**config.mk**
```make
export PLATFORM = sky130hd
export DESIGN_NAME = machine_csr_unit
export DESIGN_NICKNAME = d
export VERILOG_FILES = /design/src/rtl/machine_csr_unit.sv
export SDC_FILE = /design/constraint.sdc
export NUM_CORES = 1
export LEC_CHECK = 0
export CORE_ASPECT_RATIO = 1.5
export CORE_MARGIN = 2
export CORE_UTILIZATION = 51
export CTS_CLUSTER_DIAMETER = 100
export DETAILED_ROUTE_END_ITERATION = 16
export GPL_TIMING_DRIVEN = 0
export PLACE_DENSITY = 0.84
export SLEW_MARGIN = 20
export SYNTH_ARGS = -nofsm -noshare
export SYNTH_HDL_FRONTEND = slang
export SYNTH_SLANG_ARGS = --single-unit
```
**constraint.sdc**
```tcl
create_clock -name i_clk -period 13.1 [get_ports i_clk]
set_input_delay 3.275 -clock i_clk [delete_from_list [all_inputs] [get_ports i_clk]]
set_output_delay 3.275 -clock i_clk [all_outputs]
set_load 0.1 [all_outputs]
```
**src/rtl/machine_csr_unit.sv**
```systemverilog
// rtl/machine_csr_unit.sv - machine-mode CSR file and trap controller with vectored interrupts.
// Define CSR_COUNTERS_EN to add the 64-bit mcycle/minstret counters and mcountinhibit.
module machine_csr_unit #(
  parameter int unsigned NUM_IRQ       = 4,
  parameter logic [15:0] IRQ_EDGE_MASK = 16'h0000
) (
  input  logic               i_clk,
  input  logic               i_rst,
  input  logic [11:0]        i_csr_address,
  input  logic               i_csr_write_enable,
  input  logic [31:0]        i_csr_write_data,
  input  logic [2:0]         i_csr_op,
  output logic [31:0]        o_csr_read_data,
  input  logic               i_exception_enable,
  input  logic [31:0]        i_exception_program_counter,
  input  logic [31:0]        i_exception_cause,
  input  logic [31:0]        i_exception_value,
  input  logic               i_machine_return_enable,
  input  logic               i_instruction_retired,
  input  logic               i_software_interrupt_request,
  input  logic               i_timer_interrupt_request,
  input  logic [NUM_IRQ-1:0] i_local_interrupt_request,
  output logic               o_interrupt_enable,
  output logic [31:0]        o_trap_target,
  output logic [31:0]        o_mepc_out
);
  localparam logic [NUM_IRQ-1:0] EDGE = IRQ_EDGE_MASK[NUM_IRQ-1:0];
  localparam logic [31:0] MIE_MASK = 32'(((64'd1 << NUM_IRQ) - 64'd1) << 16) | 32'h0000_0088;

  logic               r_mstatus_mie, r_mstatus_mpie;
  logic [31:0]        r_mie, r_mtvec, r_mscratch, r_mepc, r_mcause, r_mtval;
  logic [NUM_IRQ-1:0] r_edge_pend, r_irq_prev;

  logic [NUM_IRQ-1:0] w_local_pend, w_rise, w_trap_clr, w_mip_clr, w_irq_onehot;
  logic [31:0]        w_mip, w_pend, w_rdata, w_new, w_base, w_cause;
  logic [4:0]         w_code;
  logic               w_hit, w_fire, w_sw_we, w_unused_ok;

`ifdef CSR_COUNTERS_EN
  logic [63:0] r_mcycle, r_minstret, w_mcycle_next, w_minstret_next;
  logic [1:0]  r_inhibit;
  assign w_unused_ok = ^{i_csr_op[2], i_exception_program_counter[1:0]};
`else
  assign w_unused_ok = ^{i_csr_op[2], i_exception_program_counter[1:0], i_instruction_retired};
`endif

  // Edge lines report their latch, level lines mirror the request input.
  assign w_local_pend = (r_edge_pend & EDGE) | (i_local_interrupt_request & ~EDGE);
  assign w_mip  = (32'(w_local_pend) << 16)
                | {24'd0, i_timer_interrupt_request, 3'd0, i_software_interrupt_request, 3'd0};
  assign w_pend = r_mie & w_mip;

  // Scan from lowest priority upward so the highest-priority source wins.
  always_comb begin
    w_hit        = 1'b0;
    w_code       = 5'd0;
    w_irq_onehot = '0;
    for (int i = NUM_IRQ - 1; i >= 0; i--) begin
      if (w_pend[16+i]) begin
        w_hit           = 1'b1;
        w_code          = 5'(16 + i);
        w_irq_onehot    = '0;
        w_irq_onehot[i] = 1'b1;
      end
    end
    if (w_pend[7]) begin
      w_hit        = 1'b1;
      w_code       = 5'd7;
      w_irq_onehot = '0;
    end
    if (w_pend[3]) begin
      w_hit        = 1'b1;
      w_code       = 5'd3;
      w_irq_onehot = '0;
    end
  end

  assign w_fire     = r_mstatus_mie & w_hit;
  assign w_trap_clr = w_fire ? (w_irq_onehot & EDGE) : '0;
  assign w_base     = {r_mtvec[31:2], 2'b00};
  assign w_cause    = w_fire ? {1'b1, 26'd0, w_code} : i_exception_cause;

  always_comb begin
    o_trap_target = 32'd0;
    if (w_fire)
      o_trap_target = r_mtvec[0] ? (w_base + {25'd0, w_code, 2'b00}) : w_base;
    else if (i_exception_enable)
      o_trap_target = w_base;
  end

  assign o_interrupt_enable = w_fire;
  assign o_mepc_out         = r_mepc;

  always_comb begin
    w_rdata = 32'd0;
    case (i_csr_address)
      12'h300: w_rdata = {19'd0, 2'b11, 3'd0, r_mstatus_mpie, 3'd0, r_mstatus_mie, 3'd0};
      12'h304: w_rdata = r_mie;
      12'h305: w_rdata = r_mtvec;
      12'h340: w_rdata = r_mscratch;
      12'h341: w_rdata = r_mepc;
      12'h342: w_rdata = r_mcause;
      12'h343: w_rdata = r_mtval;
      12'h344: w_rdata = w_mip;
`ifdef CSR_COUNTERS_EN
      12'h320:          w_rdata = {29'd0, r_inhibit[1], 1'b0, r_inhibit[0]};
      12'hB00, 12'hC00: w_rdata = r_mcycle[31:0];
      12'hB80, 12'hC80: w_rdata = r_mcycle[63:32];
      12'hB02, 12'hC02: w_rdata = r_minstret[31:0];
      12'hB82, 12'hC82: w_rdata = r_minstret[63:32];
`endif
      default: w_rdata = 32'd0;
    endcase
  end
  assign o_csr_read_data = w_rdata;

  always_comb begin
    case (i_csr_op[1:0])
      2'b10:   w_new = w_rdata | i_csr_write_data;
      2'b11:   w_new = w_rdata & ~i_csr_write_data;
      default: w_new = i_csr_write_data;
    endcase
  end

  assign w_sw_we   = i_csr_write_enable & ~w_fire & ~i_exception_enable & ~i_machine_return_enable;
  assign w_mip_clr = (w_sw_we && i_csr_address == 12'h344) ? (EDGE & ~w_new[16 +: NUM_IRQ]) : '0;
  assign w_rise    = i_local_interrupt_request & ~r_irq_prev & EDGE;

  always_ff @(posedge i_clk or posedge i_rst) begin
    if (i_rst) begin
      r_mstatus_mie  <= 1'b0;
      r_mstatus_mpie <= 1'b0;
      r_mie          <= 32'd0;
      r_mtvec        <= 32'd0;
      r_mscratch     <= 32'd0;
      r_mepc         <= 32'd0;
      r_mcause       <= 32'd0;
      r_mtval        <= 32'd0;
      r_edge_pend    <= '0;
      r_irq_prev     <= '0;
    end else begin
      r_irq_prev  <= i_local_interrupt_request;
      r_edge_pend <= (r_edge_pend & ~w_trap_clr & ~w_mip_clr) | w_rise;
      if (w_fire || i_exception_enable) begin
        r_mepc         <= {i_exception_program_counter[31:2], 2'b00};
        r_mcause       <= w_cause;
        r_mtval        <= w_fire ? 32'd0 : i_exception_value;
        r_mstatus_mpie <= r_mstatus_mie;
        r_mstatus_mie  <= 1'b0;
      end else if (i_machine_return_enable) begin
        r_mstatus_mie  <= r_mstatus_mpie;
        r_mstatus_mpie <= 1'b1;
      end else if (w_sw_we) begin
        case (i_csr_address)
          12'h300: begin
            r_mstatus_mie  <= w_new[3];
            r_mstatus_mpie <= w_new[7];
          end
          12'h304: r_mie      <= w_new & MIE_MASK;
          12'h305: r_mtvec    <= {w_new[31:2], 1'b0, w_new[0]};
          12'h340: r_mscratch <= w_new;
          12'h341: r_mepc     <= {w_new[31:2], 2'b00};
          12'h342: r_mcause   <= w_new;
          12'h343: r_mtval    <= w_new;
          default: ;
        endcase
      end
    end
  end

`ifdef CSR_COUNTERS_EN
  // A software write to one half replaces that half of the incremented value.
  always_comb begin
    w_mcycle_next   = r_mcycle + {63'd0, ~r_inhibit[0]};
    w_minstret_next = r_minstret + {63'd0, i_instruction_retired & ~r_inhibit[1]};
    if (w_sw_we) begin
      case (i_csr_address)
        12'hB00: w_mcycle_next[31:0]    = w_new;
        12'hB80: w_mcycle_next[63:32]   = w_new;
        12'hB02: w_minstret_next[31:0]  = w_new;
        12'hB82: w_minstret_next[63:32] = w_new;
        default: ;
      endcase
    end
  end

  always_ff @(posedge i_clk or posedge i_rst) begin
    if (i_rst) begin
      r_mcycle   <= 64'd0;
      r_minstret <= 64'd0;
      r_inhibit  <= 2'b00;
    end else begin
      r_mcycle   <= w_mcycle_next;
      r_minstret <= w_minstret_next;
      if (w_sw_we && i_csr_address == 12'h320)
        r_inhibit <= {w_new[2], w_new[0]};
    end
  end
`endif

endmodule

```
=== Word-level counts from Yosys, hierarchy flattened ===
Cells that the tools add are included.

* Add/subtract/negate cells: 1
* Equality and inequality tests: 11
* Multiplexer cells: 39
* Bitwise logic cells: 13
* Reductions and logical operators: 14

{| class="wikitable"
|+ Operator list
! cell !! count
|-
| $mux W32 || 17
|-
| $pmux W32 S8 || 1
|-
| $eq A12 B10 Y1 const B || 8
|-
| $pmux W32 S2 || 1
|-
| $add A32 B7 Y32 || 1
|-
| $and A32 B32 Y32 || 1
|-
| $not A32 Y32 || 1
|-
| $or A32 B32 Y32 || 1
|-
| $mux W5 || 6
|-
| $and A20 B20 Y20 || 1
|-
| $or A20 B8 Y20 || 1
|-
| $mux W1 || 14
|-
| $reduce_and A4 Y1 || 3
|-
| $reduce_and A3 Y1 || 3
|-
| $reduce_bool A2 Y1 || 4
|-
| $reduce_bool A3 Y1 || 2
|-
| $and A1 B1 Y1 || 4
|-
| $eq A2 B2 Y1 const B || 2
|-
| $not A1 Y1 || 4
|-
| $ne A2 B1 Y1 const B || 1
|-
| $reduce_and A2 Y1 || 1
|-
| $logic_or A1 B1 Y1 || 1
|}

* Bits in registers: 167
* Output and inout bits: 97
* Word-level logic and storage cells: 86

=== Longest topological paths before layout ===
* Depth in word-level cells: 16
* Depth in mapped cells: 12
* Mapped depth without buffers: 12

=== Worst setup path after synthesis ===
No wires, ideal clock.

* Path type: input to output
* Start point: input port i_local_interrupt_request[0]
* End point: output port o_trap_target[28]
* Arrival: 7.665 ns
* Required time: 9.825 ns
* Slack: 2.160 ns
* Stages on the path: 8
* Buffers on the path: 0
* Cells stage by stage: a22o_1 > o21bai_1 > fa_1 > a21o_1 > a31oi_1 > nor2_1 > nand2_1 > o41ai_1

* Cells in the longest elaborated chain, start to end: 8
* Elaborated cells on any way between the ends: 12
* Those cells by class: 1 x add/sub; 8 x mux; 3 x bitwise

{| class="wikitable"
|+ Ends and longest elaborated chain
! element !! line !! source
|-
| start, declared || 22 || <nowiki>input logic [NUM_IRQ-1:0] i_local_interrupt_request,</nowiki>
|-
| $or A20 B8 Y20 * || 50 || <nowiki>| {24'd0, i_timer_interrupt_request, 3'd0, i_software_interrupt_request, 3'd0};</nowiki>
|-
| $and A20 B20 Y20 * || 51 || <nowiki>assign w_pend = r_mie & w_mip;</nowiki>
|-
| $mux W5 || 59 || <nowiki>if (w_pend[16+i]) begin</nowiki>
|-
| $mux W5 || 66 || <nowiki>if (w_pend[7]) begin</nowiki>
|-
| $mux W5 || 71 || <nowiki>if (w_pend[3]) begin</nowiki>
|-
| $add A32 B7 Y32 || 86 || <nowiki>o_trap_target = r_mtvec[0] ? (w_base + {25'd0, w_code, 2'b00}) : w_base;</nowiki>
|-
| $mux W32 || 86 ||
|-
| $mux W32 * || 85 || <nowiki>if (w_fire)</nowiki>
|-
| end, declared || 24 || <nowiki>output logic [31:0] o_trap_target,</nowiki>
|}

Every way passes the cells marked *; elsewhere a longest branch is shown, timed or not.

=== Worst setup path in the final report ===
* Start point: input port i_local_interrupt_request[2]
* End point: output port o_trap_target[14]

* Cells in the longest elaborated chain, start to end: 10
* Elaborated cells on any way between the ends: 16
* Those cells by class: 1 x add/sub; 12 x mux; 3 x bitwise

{| class="wikitable"
|+ Ends and longest elaborated chain
! element !! line
|-
| $or A20 B8 Y20 * || 50
|-
| $and A20 B20 Y20 * || 51
|-
| $mux W5 (3 in series) || 59
|-
| $mux W5 || 66
|-
| $mux W5 || 71
|-
| $add A32 B7 Y32 || 86
|-
| $mux W32 || 86
|-
| $mux W32 * || 85
|}

Marks and branches as above.

==> out/metrics.yaml <==
netlist_area_um2: 10300
critical-path-top-delay-family: "buffers and inverters"
avgSynthCellArea_um2: 8.60
synth_xor_area_share_pct: 0.170
p_leak_nw: 5.43
crit_path_end: "o_trap_target[14]"
hold_viol: 0
fp-row-count: 63
cts_setup_buffers: 0
first_iter_violations: 1322
drc: 0
drive_above_1_share_pct: 9.88
critPathBufInv: 2
clock-sinks: 165
routed-via-count: 11600
crit_type: "input pin to output port"
insertion_delay_ps: 460
ys.flop_type: "dfrtp_1"
grt_use_total_pct: 41.3
start_kind: "input pin"
port-buffer-count: 241
hold_ws_ps: 494
synth_area_leaders: "dfrtp_1, a21oi_1, nand2_1, mux2_2, nand3_1"
design_area_um2: 13700
grt_pass1_wl_um: 65300
min_period_ps: 10820
ctsResizeCount: 0
cts_made_buffers: 17
tightestPinTransition_ps: 1070
slew-limit-headroom_pct: 28.7
fp.dieH_um: 178
ff2ff_path_depth: 8
clkTransAtPathRegs_ps: 70
hold_path_class: "register to register"
yosys.area_share.adder_pct: 0.679
coreArea_um2: 19800
diodes: 0
setup_viol: 0
top_layer: "met5"
met1_length_um: 14500
maxCapViolCount: 0
skew_ps: 15.2
overflow: 0
die_w_um: 120
synth_edf_count: 0
synth_compound_area_share_pct: 27.7
dieArea_um2: 21400
cpMaxStageDelayCell: "clkdlybuf4s50_1"
synth_top_family_by_area: "compound AO/OA/AOI/OAI gates"
power_mw: 1.36
post-route-period-util_pct: 82.6
detailed_place_hpwl_um: 32900
netlist-cell-type-count: 67
area_delta_synth_final_pct: 32.8
ff_latch_area_um2: 4130
clockRootBuffer: "clkbuf_16"
grt_pass1_vias: 11300
placed_area_um2: 13100
antenna_left: 0
hold_buffers: 0
wl_met3_um: 4360
yosys_warnings: 0
setup_ws_ps: 2280
rrSetupSlack_ps: 9680
critical_path.startpoint: "i_local_interrupt_request[2]"
grt_max_degree: 105
htreeDepth: 4
rr_startpoint: "r_mie[3]"
drv_slew: 0
antenna_found_initial: 2
dp_slack_ps: 2360
p_per_area_nw_per_um2: 99.0
yosysTopAreaCell: "dfrtp_1"
cts_tree: "yes"
routedWlPerCell_um: 25.4
muxShareOfSynthArea_pct: 7.09
worstPathArrival_ps: 7550
seq_area_frac_synth_pct: 40.0
hold_start: "r_mscratch[17]"
cts_buffer_depth: 2
multi_input_area_um2: 5640
gp_congestion: 0.995
post_drt_via_cell_ratio: 6.66
max_stage_delay_ps: 1250
status: "completed"
timing.rr.end: "o_mepc_out[27]"
start_util_pct: 52.2
cp_data_required_time_ps: 9820
max-vdd-ir-drop_v: 0.000100
num-nets-final: 1625
synthSimpleGateAreaFrac_pct: 18.9
yosysTopAreaCellShare_pct: 40.0
fill_cells: 1578
first_pass_iters: 6
end_kind: "output port"
ys_ff_latch: 165
critical_path.cell_chain: "clkdlybuf4s50_1 > nand2_1 > a32oi_1 > a21oi_1 > or2_2 > ha_1 > fa_1 > a21o_1 > a31oi_1 > nor2_1 > nand2_1 > o311ai_0 > o41ai_1 > clkdlybuf4s50_1"
path_depth: 14
syn_inst: 1201
critPathMaxFanout: 8
wirelength_um: 44100
fin_tns_setup_ps: 0
rsz0062_at_grt: "false"
io_pins: 252
met2_length_um: 20600
fmax_mhz: 92.4
synth-async-reset-ratio_pct: 100
[synthesized netlist by cell type (all sizes together) (6+ instances only)]
master and n:
a2111oi 7, a21oi 157, a22o 26, a22oi 27
a31oi 10, a32oi 6, a41oi 20, and2 9
and3 11, buf 30, clkbuf 71, dfrtp 165
inv 34, mux2 47, mux2i 9, nand2 159
nand3 104, nand3b 10, nand4 6, nor2 44
nor2b 8, nor3 13, nor3b 12, o211ai 21
o21ai 107, o221ai 8, o31ai 16, or3b 6
[through the flow]
stage | util (%) | instances
floorplan | - | 1204
global placement | 66.1 | 1705
detailed placement | 66.2 | 1706
CTS | 69.3 | 1738
global route | 69.3 | 1738
finish | 69.3 | 1738
[sequential cells by signal (all words and copies together) (netlist names)]
name            cells
r_mcause           32
r_mscratch         32
r_mtval            32
r_mtvec            31
o_mepc_out         30
r_mie               6
r_mstatus_mie       1
r_mstatus_mpie      1
[cell usage in the layout (no fill, tap or decap), types with 21 or more instances in the layout]
cell	netlist	final
clkdlybuf4s50_1	0	241
dfrtp_1	165	165
nand2_1	159	159
a21oi_1	157	157
nand3_1	104	104
o21ai_0	104	104
clkbuf_1	71	71
mux2_2	47	47
nor2_1	44	44
inv_1	34	33
a22o_1	26	26
a22oi_1	22	22
o211ai_1	21	21
[tightest hold or removal path, cell delays in order (launching register included)]
cell and delay (ps):
dfrtp_1 350, nand2_1 50, o21ai_0 60
[worst min-delay path by stage]
| stage | endpoint | depth (start not counted) |
|---|---|---|
| finish | r_mscratch[17] | 2 |
| global route | r_mscratch[15] | 1 |
| CTS | r_mscratch[12] | 2 |
| detailed placement | r_mscratch[1] | 2 |
| global placement | r_mscratch[17] | 2 |
| floorplan | r_mscratch[16] | 2 |
[logic make-up after synthesis]
logic type	after synthesis
and+or+nand+nor	400
muxes	61
xor gates and xnor gates	2
other	1
buffers and inverters	136
DFF	165
AOI/OAI and AO/OA	431
adders and majority gates	5
[final cells by class]
type                    instances  area share, %
well taps                     260           2.37
clock inverters                15           1.26
repair buffers                242           17.8
clock buffers                  17           3.10
multi-input cells             903           41.2
flip-flops and latches        165           30.1
plain buffers                 101           3.14
inverters                      35           1.01
[per-layer routing]
layer | track usage (%) | up-vias
li1 | - | 4956
met1 | 44.3 | 5387
met2 | 67.8 | 958
met3 | 9.53 | 266
met4 | 36.5 | 2
met5 | 0 | -
[report_power, final]
group | total (mW) | internal (mW) | switching, mW
clock network | 0.524 | 0.286 | 0.238
logic | 0.275 | 0.0965 | 0.178
registers | 0.558 | 0.536 | 0.0218
Note: power is estimated with default switching activity, not from simulation.
